[config.mk]
export PLATFORM = sky130hd
export DESIGN_NAME = tdd_frame_timer
export DESIGN_NICKNAME = d
export VERILOG_FILES = /design/src/rtl/tdd_frame_timer.sv
export SDC_FILE = /design/constraint.sdc
export NUM_CORES = 1
export LEC_CHECK = 0
export ABC_AREA = 1
export CORE_MARGIN = 3
export CORE_UTILIZATION = 50
export CTS_BUF_LIST = sky130_fd_sc_hd__clkbuf_8 sky130_fd_sc_hd__clkbuf_16
export DETAILED_ROUTE_END_ITERATION = 8
export PLACE_DENSITY = 0.74
export REMOVE_ABC_BUFFERS = 1
export SYNTH_ARGS = -nofsm -noshare
export SYNTH_HDL_FRONTEND = slang
export SYNTH_SLANG_ARGS = --single-unit
export TNS_END_PERCENT = 50
[constraint.sdc]
create_clock -name Sclk -period 6.8 [get_ports Sclk]
set_clock_uncertainty 0.05 [all_clocks]
set_input_delay 1.36 -clock Sclk [delete_from_list [all_inputs] [get_ports Sclk]]
set_output_delay 1.36 -clock Sclk [all_outputs]
set_load 0.02 [all_outputs]
[src/rtl/tdd_frame_timer.sv]
// tdd_frame_timer: sample-clock TDD frame counter producing ien/oen/sync qualifiers
// with shadowed per-frame configuration and a one-shot frame-length adjust.
module tdd_frame_timer #(
    parameter int CW = 24
) (
    input  logic          Sclk,
    input  logic          rst_n,
    input  logic          en,
    input  logic          tddmode,
    input  logic [CW-1:0] frame_len,
    input  logic [CW-1:0] tstart,
    input  logic [CW-1:0] tend,
    input  logic [CW-1:0] rstart,
    input  logic [CW-1:0] rend,
    input  logic [CW-1:0] frame_adj,
    input  logic          adj_req_tgl,
    output logic          adj_pending,
    output logic [CW-1:0] frame_cnt,
    output logic          running,
    output logic          ien,
    output logic          oen,
    output logic          sync
);
    typedef enum logic {IDLE, RUN} state_t;
    state_t        state_q, state_d;
    logic [CW-1:0] cnt_q, cnt_d, len_q, len_d;
    logic [CW-1:0] ts_q, ts_d, te_q, te_d, rs_q, rs_d, re_q, re_d;
    logic          tdd_q, tdd_d, pend_q, pend_d;
    logic          sync_q, sync_d, ien_q, ien_d, oen_q, oen_d;
    logic [2:0]    tgl_q;
    logic          edge_det, load;
    logic signed [CW+1:0] adj_sum;
    logic [CW-1:0] adj_len, base_len;

    function automatic logic in_win(input logic [CW-1:0] s, input logic [CW-1:0] e, input logic [CW-1:0] c);
        return (s < e) ? (c >= s && c < e) : (s > e) ? (c >= s || c < e) : 1'b0;
    endfunction

    always_comb begin
        edge_det = tgl_q[1] ^ tgl_q[2];
        load     = en && (state_q == IDLE || cnt_q == len_q - CW'(1));
        // two guard bits keep the signed sum exact before clamping to [2, 2^CW-1]
        adj_sum  = $signed({2'b00, frame_len}) + $signed({{2{frame_adj[CW-1]}}, frame_adj});
        adj_len  = (adj_sum[CW+1] || adj_sum[CW:1] == '0) ? CW'(2) : adj_sum[CW] ? '1 : adj_sum[CW-1:0];
        base_len = (frame_len[CW-1:1] == '0) ? CW'(2) : frame_len;
        state_d  = en ? RUN : IDLE;
        cnt_d    = (load || !en) ? '0 : cnt_q + CW'(1);
        len_d    = load ? (pend_q ? adj_len : base_len) : len_q;
        ts_d     = load ? tstart : ts_q;
        te_d     = load ? tend : te_q;
        rs_d     = load ? rstart : rs_q;
        re_d     = load ? rend : re_q;
        tdd_d    = load ? tddmode : tdd_q;
        pend_d   = edge_det || (pend_q && !load);
        sync_d   = load;
        oen_d    = en && (!tdd_d || in_win(ts_d, te_d, cnt_d));
        ien_d    = en && (!tdd_d || in_win(rs_d, re_d, cnt_d));
    end

    always_ff @(posedge Sclk or negedge rst_n) begin
        if (!rst_n) begin
            state_q <= IDLE;
            cnt_q   <= '0;
            len_q   <= '0;
            ts_q    <= '0;
            te_q    <= '0;
            rs_q    <= '0;
            re_q    <= '0;
            tdd_q   <= 1'b0;
            pend_q  <= 1'b0;
            sync_q  <= 1'b0;
            ien_q   <= 1'b0;
            oen_q   <= 1'b0;
            tgl_q   <= '0;
        end else begin
            state_q <= state_d;
            cnt_q   <= cnt_d;
            len_q   <= len_d;
            ts_q    <= ts_d;
            te_q    <= te_d;
            rs_q    <= rs_d;
            re_q    <= re_d;
            tdd_q   <= tdd_d;
            pend_q  <= pend_d;
            sync_q  <= sync_d;
            ien_q   <= ien_d;
            oen_q   <= oen_d;
            tgl_q   <= {tgl_q[1:0], adj_req_tgl};
        end
    end

    assign running     = (state_q == RUN);
    assign frame_cnt   = cnt_q;
    assign adj_pending = pend_q;
    assign sync        = sync_q;
    assign ien         = ien_q;
    assign oen         = oen_q;
endmodule

Yosys cells after proc, flatten, opt, wreduce, memory -nomap -nowiden
Cells that the tools add are included.
{ "totals": {"register_bits": 153, "latch_bits": 0, "ram_bits": 0, "romBits": 0, "output_inout_bits": 29, "wordCells": 61, "n_memories": 0} }
{ "classes": {"n_addsub": 3, "multipliers": 0, "div_mod_pow": 0, "n_lt_le_gt_ge": 8, "n_eq_ne": 1, "shifts": 0, "mux": 15, "bitwise": 2, "reduce_logical": 19} }
{ "ops": {"columns": ["operator", "n"], "rows": [
  ["2-to-1 mux 24 bit", 9],
  ["< comparator 24 bit", 4],
  ["greater-or-equal comparator 24 bit", 2],
  ["> comparator 24 bit", 2],
  ["adder 25 x 24 -> 26 bit", 1],
  ["adder 24 x 1 -> 24 bit (second input constant)", 1],
  ["== test 24 bit", 1],
  ["zero test 24 bit", 1],
  ["subtractor 24 x 1 -> 24 bit (second input constant)", 1],
  ["zero test 23 bit", 1],
  ["logical OR 1 bit", 8],
  ["logical AND 1 bit", 6],
  ["2-to-1 mux 1 bit", 6],
  ["zero test 1 bit", 3],
  ["inverter 1 bit", 1],
  ["bitwise XOR 1 bit", 1]
]} }

Depth between registers and ports, before layout
Gate-level depths: netlist (run 1).
{ "depth": {"word_depth": 12, "ltp_mapped": 44, "mapped_depth_nobuf": 42} }

Worst setup path before layout (run 1)
No wires, ideal clock.
{ "synth_timing": {"kind": "register to register", "from": "register len_q[0]", "to": "register ien_q, in the netlist ien", "setup_ns": 0.077, "t_arrival_ns": 3.856, "slack_ns": 2.817, "stages_incl_launch_ff": 42, "n_path_buf": 2, "period_less_slack_ns": 3.983, "path_cell_list": "dfrtp_1 -> inv_2 -> ha_1 -> xnor2_1 -> or2_2 -> nand3_1 -> nor2_1 -> nand3_1 -> nor2_1 -> nand2_2 -> nand2_4 -> nand2_4 -> clkbuf_1 -> clkbuf_1 -> nand2_1 -> o21ai_0 -> inv_1 -> ha_1 -> (+6 left out) -> nand2_1 -> nand2_1 -> nand2_1 -> nand2_1 -> nand2_1 -> nand2_1 -> nand2_1 -> nand2_1 -> nand2_1 -> nand2_1 -> nand2_1 -> nand2_1 -> nand2_1 -> inv_1 -> nand3_1 -> nand2_1 -> inv_1 -> a21oi_1"} }
{ "synth_via": {"word_cells_on_any_way": 20, "cone_classes": "add/sub (1); order compare (4); eq/ne (1); mux (6); reduce/logical (8)"} }
{ "synth_rtl": {"columns": ["element", "line_no", "source"], "rows": [
  ["start: declaration", "26", "logic [CW-1:0] cnt_q, cnt_d, len_q, len_d;"],
  ["start signal: assignment", "78", "len_q <= len_d;"],
  ["subtractor 24 x 1 -> 24 bit *", "41", "load = en && (state_q == IDLE || cnt_q == len_q - CW'(1));"],
  ["== test 24 bit *", "41", null],
  ["logical OR 1 bit *", "41", null],
  ["logical AND 1 bit *", "41", null],
  ["2-to-1 mux 24 bit *", "51", "rs_d = load ? rstart : rs_q;"],
  ["named net rs_d[1]", "27", "logic [CW-1:0] ts_q, ts_d, te_q, te_d, rs_q, rs_d, re_q, re_d;"],
  ["greater-or-equal comparator 24 bit", "36", "return (s < e) ? (c >= s && c < e) : (s > e) ? (c >= s || c < e) : 1'b0;"],
  ["logical OR 1 bit", "36", null],
  ["2-to-1 mux 1 bit", "36", null],
  ["2-to-1 mux 1 bit *", "36", null],
  ["logical OR 1 bit *", "57", "ien_d = en && (!tdd_d || in_win(rs_d, re_d, cnt_d));"],
  ["logical AND 1 bit *", "57", null],
  ["named net ien_d", "29", "logic sync_q, sync_d, ien_q, ien_d, oen_q, oen_d;"],
  ["end signal: assignment", "86", "ien_q <= ien_d;"],
  ["end: declaration", "29", null]
]} }
Mark *: on every way through the listed nets, which the timed path passes. The rest lies on a longest branch.
A chain may end at the register's enable or synchronous reset.

Worst setup path after layout (run 1)
{ "layout_timing": {"from": "register len_q[0]", "to": "register ien_q, in the netlist ien"} }
{ "layout_via": {"elab_chain_cells": 12, "word_cells_on_any_way": 20, "cone_classes": "add/sub (1); order compare (4); eq/ne (1); mux (6); reduce/logical (8)"} }
{ "layout_rtl": {"columns": ["element", "line_no", "source"], "rows": [
  ["subtractor 24 x 1 -> 24 bit *", "41", null],
  ["== test 24 bit *", "41", null],
  ["logical OR 1 bit *", "41", null],
  ["logical AND 1 bit *", "41", null],
  ["logical OR 1 bit", "47", "cnt_d = (load || !en) ? '0 : cnt_q + CW'(1);"],
  ["2-to-1 mux 24 bit", "47", null],
  ["greater-or-equal comparator 24 bit or < comparator 24 bit (tied branches)", "36", null],
  ["logical OR 1 bit", "36", null],
  ["2-to-1 mux 1 bit (2 in series)", "36", null],
  ["logical OR 1 bit *", "57", null],
  ["logical AND 1 bit *", "57", null],
  ["named net ien_d", "29", null]
]} }
Marked as above.

==> results of run 1 <==
worst reg2reg max path: cells and delay by family, from the launching register on:
| family | cells | cell delay (ns) |
|---|---|---|
| compound gates | 5 | 0.56 |
| fa+ha+maj | 2 | 0.67 |
| buf+inv | 6 | 0.89 |
| flops | 1 | 0.40 |
| simple gates | 18 | 2.47 |
cell usage after synthesis (2+ instances only):
library cell / n / area [µm²]
sky130_fd_sc_hd__nand2_1: 307 / 1150
sky130_fd_sc_hd__inv_1: 252 / 946
sky130_fd_sc_hd__ha_1: 169 / 2110
sky130_fd_sc_hd__dfrtp_1: 153 / 3830
sky130_fd_sc_hd__o21ai_0: 134 / 671
sky130_fd_sc_hd__a21oi_1: 105 / 526
sky130_fd_sc_hd__nor2_1: 91 / 342
sky130_fd_sc_hd__or2_2: 50 / 313
sky130_fd_sc_hd__nand3_1: 41 / 205
sky130_fd_sc_hd__xor2_1: 34 / 298
sky130_fd_sc_hd__nand4_1: 29 / 181
sky130_fd_sc_hd__clkbuf_1: 27 / 101
sky130_fd_sc_hd__nor3_1: 23 / 115
sky130_fd_sc_hd__xnor2_1: 20 / 175
sky130_fd_sc_hd__a22oi_1: 16 / 120
sky130_fd_sc_hd__a211oi_1: 15 / 113
sky130_fd_sc_hd__nor2_2: 12 / 75.1
sky130_fd_sc_hd__nand3b_1: 10 / 75.1
sky130_fd_sc_hd__a31oi_1: 9 / 56.3
sky130_fd_sc_hd__nor4_1: 9 / 56.3
sky130_fd_sc_hd__o21a_1: 8 / 60.1
sky130_fd_sc_hd__buf_2: 7 / 35.0
sky130_fd_sc_hd__o221ai_1: 6 / 52.6
sky130_fd_sc_hd__nand2_2: 5 / 31.3
sky130_fd_sc_hd__nor3b_1: 5 / 37.5
sky130_fd_sc_hd__inv_2: 4 / 15.0
sky130_fd_sc_hd__nand2_4: 4 / 45.0
sky130_fd_sc_hd__nor2_4: 4 / 45.0
sky130_fd_sc_hd__o211ai_1: 4 / 30.0
sky130_fd_sc_hd__and3_1: 3 / 18.8
sky130_fd_sc_hd__a21boi_0: 2 / 15.0
sky130_fd_sc_hd__a21o_1: 2 / 15.0
sky130_fd_sc_hd__and2_1: 2 / 12.5
sky130_fd_sc_hd__nor2_8: 2 / 40.0
sky130_fd_sc_hd__nor3_2: 2 / 20.0
sky130_fd_sc_hd__o21ai_1: 2 / 10.0
sky130_fd_sc_hd__o221a_2: 2 / 22.5
layer usage:
metal / wire length, µm / vias up / global-route usage
li1: - / 5538 / -
met1: 15700 / 5095 / 0.357
met2: 15100 / 290 / 0.420
met3: 1730 / 49 / 0.0446
met4: 652 / 0 / 0.0649
met5: 0 / - / 0
worst max-delay path by stage:
| stage | start | to | slack [ns] |
|---|---|---|---|
| 6_report | len_q[0] | ien | 1.66 |
| 3_3_place_gp | en | ien | 1.54 |
| 2_1_floorplan | len_q[0] | ien | 1.65 |
| 3_5_place_dp | en | ien | 1.50 |
| 5_1_grt | len_q[0] | ien | 1.18 |
| 4_1_cts | len_q[0] | ien | 1.67 |
cell families (layout without fill, tap and decap cells):
kind of cell,after synthesis,after routing,share of synthesized area
and+or+nand+nor,599,599,0.230
buffers and inverters,291,471,0.0915
DFF,153,153,0.318
AOI/OAI and AO/OA,310,310,0.144
adders and majority gates,170,170,0.177
xor gates and xnor gates,54,54,0.0393
final cells by class:
class,instances,area share
clock buffer,18,0.0299
clock inverter,14,0.00945
inverter,257,0.0656
multi-input combinational,1133,0.483
sequential,153,0.260
tap,319,0.0272
timing repair buffer,182,0.124
state kept, by name (all words and copies together) (netlist names):
signal and count:
tgl_q 3, oen 1, rs_q 24, re_q 24, ien 1, running 1
sync 1, frame_cnt 24, adj_pending 1, te_q 24, ts_q 24, tdd_q 1
len_q 24
report_power, final:
part	leakage, nW	internal (mW)	switching, mW	total (mW)
sequential	1.85	1.02	0.0628	1.08
clock	0.282	0.523	0.428	0.951
combinational	5.19	0.371	0.532	0.903
total	7.32	1.91	1.02	2.93
==> qor.txt, run 1 <==
LAYOUT
--------------------------------------------------------------------------------------
Proportion of layout cells with a drive suffix above 1                          0.0717
Design Area, Final                                                           14700 µm²
Fin cells                                                                         2076
Storage element area                                                          3830 µm²
Number of antenna diodes                                                             0
Synthesis-to-layout area growth                                                  22.1%
Total area of multi-input combinational cells                                 7110 µm²
Commonest non-fill, non-tap cell in the layout                            sky130_fd_sc_hd__nand2_1
Post-layout nets                                                                  2063
Most frequent cells in the layout                                         sky130_fd_sc_hd__nand2_1 (307), sky130_fd_sc_hd__inv_1 (252), sky130_fd_sc_hd__clkdlybuf4s50_1 (176)
Layout Utilization                                                               0.624
Fillcell total                                                                    2139

CLOCKING
--------------------------------------------------------------------------------------
Count of cells resized by post-cts repair                                            0
Total number of clock tree sinks                                                   153
Post-CTS Repair Setup Buffers                                                        0
Number of buffers added to fix hold violations after cts                             0
Num CTS Buffers                                                                     17
Worst skew pair latency                                                        0.44 ns
Root buffer cell                                                          sky130_fd_sc_hd__clkbuf_16
CTS tree                                                                           yes
H-tree level count                                                                   4
Clock slew at the register clock pins of the worst setup and hold paths        0.07 ns
Bufs on Longest Clock Path                                                           2

SYNTH
--------------------------------------------------------------------------------------
Number of synthesized flops with an enable pin                                       0
Sequential-to-total area share from yosys stat                                   0.318
Number of synthesized register bits                                                153
Cell Area, Synth                                                             12000 µm²
Dominant synthesized flop cell                                            sky130_fd_sc_hd__dfrtp_1
Synthesis Warnings                                                                   0
Netlist cell types                                                                  44
Number of cells produced by synthesis                                             1577
Share of synthesized flip-flops with an asynchronous set or reset                 1.00
Synth Area per Inst                                                           7.63 µm²

FLOORPLAN
--------------------------------------------------------------------------------------
Placement Rows                                                                      56
Die extent in y                                                                 161 µm
Total Die Area                                                               26000 µm²
Number of ports placed on the die boundary                                         178
Starting utilization of the core area                                            0.511
Core footprint                                                               23500 µm²
Die W                                                                           161 µm

DRT
--------------------------------------------------------------------------------------
Total Routed Length                                                            33.1 mm
Antenna violation net count after detailed routing                                   0
Via-per-instance ratio                                                            5.29
1st-iter DRT viols                                                                 681
DRC violations left                                                                  0
Detailed Routing Iterations Pass 1                                                   7
DR vias                                                                          11000
Routed length per placed instance                                              15.9 µm

PLACED DESIGN
--------------------------------------------------------------------------------------
Pre-CTS worst setup slack                                                      1.50 ns
Number of port buffers                                                             177
Detailed placer's ending HPWL                                                  26.4 mm
Post-Place Cell Area                                                         14100 µm²
Final GP Congestion                                                              0.876
Placed cell count                                                                 2044

WORST SETUP PATH
--------------------------------------------------------------------------------------
Cell with the biggest individual delay on the critical path               sky130_fd_sc_hd__nor4_1
Top delay family on crit path                                             simple AND/OR/NAND/NOR gates
Kind of end point of the critical path                                       flip-flop
Library cell appearing most often on the critical path                    sky130_fd_sc_hd__nand2_1
Setup Crit Path Kind                                                        reg -> reg
Terminus of the critical flop-to-flop path                                         ien
Source of the worst register-to-register timing path                          len_q[0]
Number of cells on the worst reg-to-reg path                                        31
Register-to-register path setup slack                                          1.66 ns
Buffer and inverter count on the worst path                                          6
Worst path max stage delay                                                     0.42 ns
Worst Path Arrival                                                             5.41 ns
Max Fanout on Critical Path                                                         19
Worst path required time                                                       7.07 ns
Critical path launch point type                                              flip-flop
Critical Path Stages                                                                31

MIN PATH
--------------------------------------------------------------------------------------
Endpoint, Worst Hold                                                          tgl_q[1]
Worst hold path stage count                                                          0
Hold Path Origin                                                              tgl_q[0]
Type of the tightest min-delay check                                        reg -> reg

STA
--------------------------------------------------------------------------------------
Hold_ws                                                                       0.302 ns
Setup repair after global routing missed its margin                                 no
Worst-case headroom to the max-slew limit                                        0.366
Count of final setup violators                                                       0
Count of endpoints failing hold in the final timing report                           0
Actual slew at the worst max-slew pin                                         0.949 ns
Setup WS post-layout                                                           1.66 ns
Max-slew violation count                                                             0
Aggregate negative setup slack                                                    0 ns
Fmax                                                                           194 MHz
Period utilisation layout                                                        0.756
Minimum period implied by the final worst setup slack                          5.14 ns

JOB
--------------------------------------------------------------------------------------
Max cap viols                                                                        0

GRT
--------------------------------------------------------------------------------------
Via count of the first global-routing pass                                       10900
Overall track demand over capacity in global routing                             0.257
Number of antenna violations at the first check in global routing                    1
Maximum number of pins on one net before global-route repair                       181
Grt total ovfl                                                                       0
Global-route wire length before repair                                         54.2 mm

OUTCOME
--------------------------------------------------------------------------------------
Run status                                                                finished clean

POWER
--------------------------------------------------------------------------------------
Leakage power                                                                  7.32 nW
Maximum VDD drop                                                                188 µV
Total power divided by cell area                                            199 nW/µm²
Final Total Pwr                                                                2.93 mW

Power figures use the tool's default switching activity.
==> run 2: changes to the inputs <==
==> constraint.sdc (replaced) <==
create_clock -name Sclk -period 4.8 [get_ports Sclk]
set_clock_uncertainty 0.05 [all_clocks]
set_input_delay 0.96 -clock Sclk [delete_from_list [all_inputs] [get_ports Sclk]]
set_output_delay 0.96 -clock Sclk [all_outputs]
set_load 0.02 [all_outputs]
==> run 2 against run 1 <==
  * Sequential share of layout area shrank 0.67 points
  * Total power grew 46%
  * Global-route usage increased by 0.14 points
  * Register-to-register slack got worse by 1.4 ns
  * Count of clock-buffer cells in the layout is 1 lower
  * Final cell count rose by 1.7%
  * First-iteration DRC count is 4.7% higher
  * Largest cell class unchanged
==> qor.txt, run 2 (synthesis results as in run 1) <==
WORST SETUP PATH
--------------------------------------------------------------------------------------
Kind of end point of the critical path                                       flip-flop
Max Fanout on Critical Path                                                         33
Cell with the biggest individual delay on the critical path               sky130_fd_sc_hd__dfrtp_1
Critical path launch point type                                              flip-flop
Worst path required time                                                       5.07 ns
Worst Path Arrival                                                             4.77 ns
Setup Crit Path Kind                                                        reg -> reg
Worst path max stage delay                                                     0.40 ns
Library cell appearing most often on the critical path                    sky130_fd_sc_hd__nand2_1
Register-to-register path setup slack                                          0.29 ns

GRT
--------------------------------------------------------------------------------------
Overall track demand over capacity in global routing                             0.258
Number of antenna violations at the first check in global routing                    0
Maximum number of pins on one net before global-route repair                        76
Grt total ovfl                                                                       0
Global-route wire length before repair                                         54.4 mm
Via count of the first global-routing pass                                       10900

POWER
--------------------------------------------------------------------------------------
Switch Pwr                                                                     1.47 mW
Total power divided by cell area                                            283 nW/µm²
Combinational power share                                                        0.313
Clock power share                                                                0.329
P_int                                                                          2.79 mW
Switching Share                                                                  0.346
Register share of total power                                                    0.358
Maximum VDD drop                                                                210 µV
Leakage power                                                                  7.53 nW
Final Total Pwr                                                                4.27 mW

CLOCKING
--------------------------------------------------------------------------------------
Root buffer cell                                                          sky130_fd_sc_hd__clkbuf_16
Bufs on Longest Clock Path                                                           2
Clock slew at the register clock pins of the worst setup and hold paths        0.07 ns
Post-CTS Repair Setup Buffers                                                        0
Number of buffers added to fix hold violations after cts                             0
Count of cells resized by post-cts repair                                            0
Total number of clock tree sinks                                                   153
CTS tree                                                                           yes
Num CTS Buffers                                                                     17
H-tree level count                                                                   4
Worst skew pair latency                                                        0.44 ns

FLOORPLAN
--------------------------------------------------------------------------------------
Total Die Area                                                               26000 µm²
Placement Rows                                                                      56
Die W                                                                           161 µm
Starting utilization of the core area                                            0.511
Die extent in y                                                                 161 µm
Core footprint                                                               23500 µm²
Number of ports placed on the die boundary                                         178

STA
--------------------------------------------------------------------------------------
Actual slew at the worst max-slew pin                                         0.840 ns
Fmax                                                                           222 MHz
Setup WS post-layout                                                          0.294 ns
Max-slew violation count                                                             0
Count of final setup violators                                                       0
Count of endpoints failing hold in the final timing report                           0
Period utilisation layout                                                        0.939
Minimum period implied by the final worst setup slack                          4.51 ns
Worst-case headroom to the max-slew limit                                        0.439

DRT
--------------------------------------------------------------------------------------
Detailed Routing Iterations Pass 1                                                   6
Via-per-instance ratio                                                            5.28
Total Routed Length                                                            33.4 mm
DRC violations left                                                                  0
DR vias                                                                          11100
Antenna violation net count after detailed routing                                   0
Routed length per placed instance                                              15.8 µm
1st-iter DRT viols                                                                 713

LAYOUT
--------------------------------------------------------------------------------------
Proportion of layout cells with a drive suffix above 1                          0.0960
Most frequent cells in the layout                                         sky130_fd_sc_hd__nand2_1 (307), sky130_fd_sc_hd__inv_1 (251), sky130_fd_sc_hd__clkdlybuf4s50_1 (176)
Synthesis-to-layout area growth                                                  25.3%
Number of antenna diodes                                                             0
Commonest non-fill, non-tap cell in the layout                            sky130_fd_sc_hd__nand2_1
Design Area, Final                                                           15100 µm²
Post-layout nets                                                                  2098

PLACED DESIGN
--------------------------------------------------------------------------------------
Final GP Congestion                                                              0.879
Detailed placer's ending HPWL                                                  26.8 mm
Number of port buffers                                                             177
Pre-CTS worst setup slack                                                     0.129 ns
Post-Place Cell Area                                                         14400 µm²

OUTCOME
--------------------------------------------------------------------------------------
Run status                                                                finished clean

JOB
--------------------------------------------------------------------------------------
Max cap viols                                                                        0

MIN PATH
--------------------------------------------------------------------------------------
Type of the tightest min-delay check                                        reg -> reg

run 2: cell types whose count changed in the layout (fill, tap and decap cells not counted), sizes merged:
cell	delta
buf	+35
bufinv	+1
clkinvlp	-2
clkbuf	-1
inv	+3
clkinv	-1
run 2: through the flow:
step                hold slack, ns  std cells   TNS [ns]  utilization
floorplan                    0.281       1543     -0.700            -
global placement             0.285       2079          0        0.612
detailed placement           0.285       2079          0        0.612
CTS                          0.302       2111          0        0.637
global route                 0.309       2111  -0.000191        0.641
finish                       0.300       2111          0        0.641
run 2: worst paths after layout:
path,from,endpoint,cells past startpoint
worst max-delay path,len_q[0],ien,33
worst min-delay path,tgl_q[0],tgl_q[1],0
worst max register to register,len_q[0],ien,33
worst min register to register,tgl_q[0],tgl_q[1],0
max in group asynchronous,rst_n,te_q[1],2
min in group asynchronous,rst_n,rs_q[13],1
run 2: cell type report:
cell class | instances | area, µm²
clock inverter | 15 | 183
multi-input combinational | 1133 | 7160
inverter | 257 | 967
sequential | 153 | 3830
timing repair buffer | 217 | 2120
clock buffer | 17 | 425
fill | 2044 | 8460
tap | 319 | 399
run 2: power groups by stage:
stage / sequential (mW) / combinational [mW] / clock (mW)
after floorplan: 1.53 / 0.846 / 0
final: 1.53 / 1.34 / 1.40
after global routing: 1.54 / 1.52 / 1.47
after global placement: 1.54 / 1.28 / 0
after CTS: 1.53 / 1.32 / 1.42
after detailed placement: 1.55 / 1.31 / 0
run 2: worst max-delay path: cells and delay by family, from the launching register on:
kind / cells / cell delay [ns]
buffers and inverters: 6 / 0.77
AND/OR/NAND/NOR: 19 / 1.51
adder cells (fa/ha/maj): 2 / 0.48
flip-flops: 1 / 0.40
AO/OA/AOI/OAI: 6 / 1.14
run 2: metal layers:
layer | up-vias | GRT usage | share of wire | routed length [µm]
met1 | 5175 | 0.359 | 0.46 | 15400
met4 | 0 | 0.0567 | 0.014 | 464
li1 | 5608 | - | - | -
met5 | - | 0 | 0 | 0
met2 | 313 | 0.422 | 0.46 | 15400
met3 | 41 | 0.0508 | 0.065 | 2160
==> run 3: changes to the inputs <==
--- a/config.mk
+++ b/config.mk
@@ -9,6 +9,7 @@
 export CORE_MARGIN = 3
 export CORE_UTILIZATION = 50
 export CTS_BUF_LIST = sky130_fd_sc_hd__clkbuf_8 sky130_fd_sc_hd__clkbuf_16
+export CTS_CLUSTER_DIAMETER = 60
 export DETAILED_ROUTE_END_ITERATION = 8
 export PLACE_DENSITY = 0.74
 export REMOVE_ABC_BUFFERS = 1
==> results of run 3 <==
The final DEF is identical to that of run 2; final timing and power are the same.
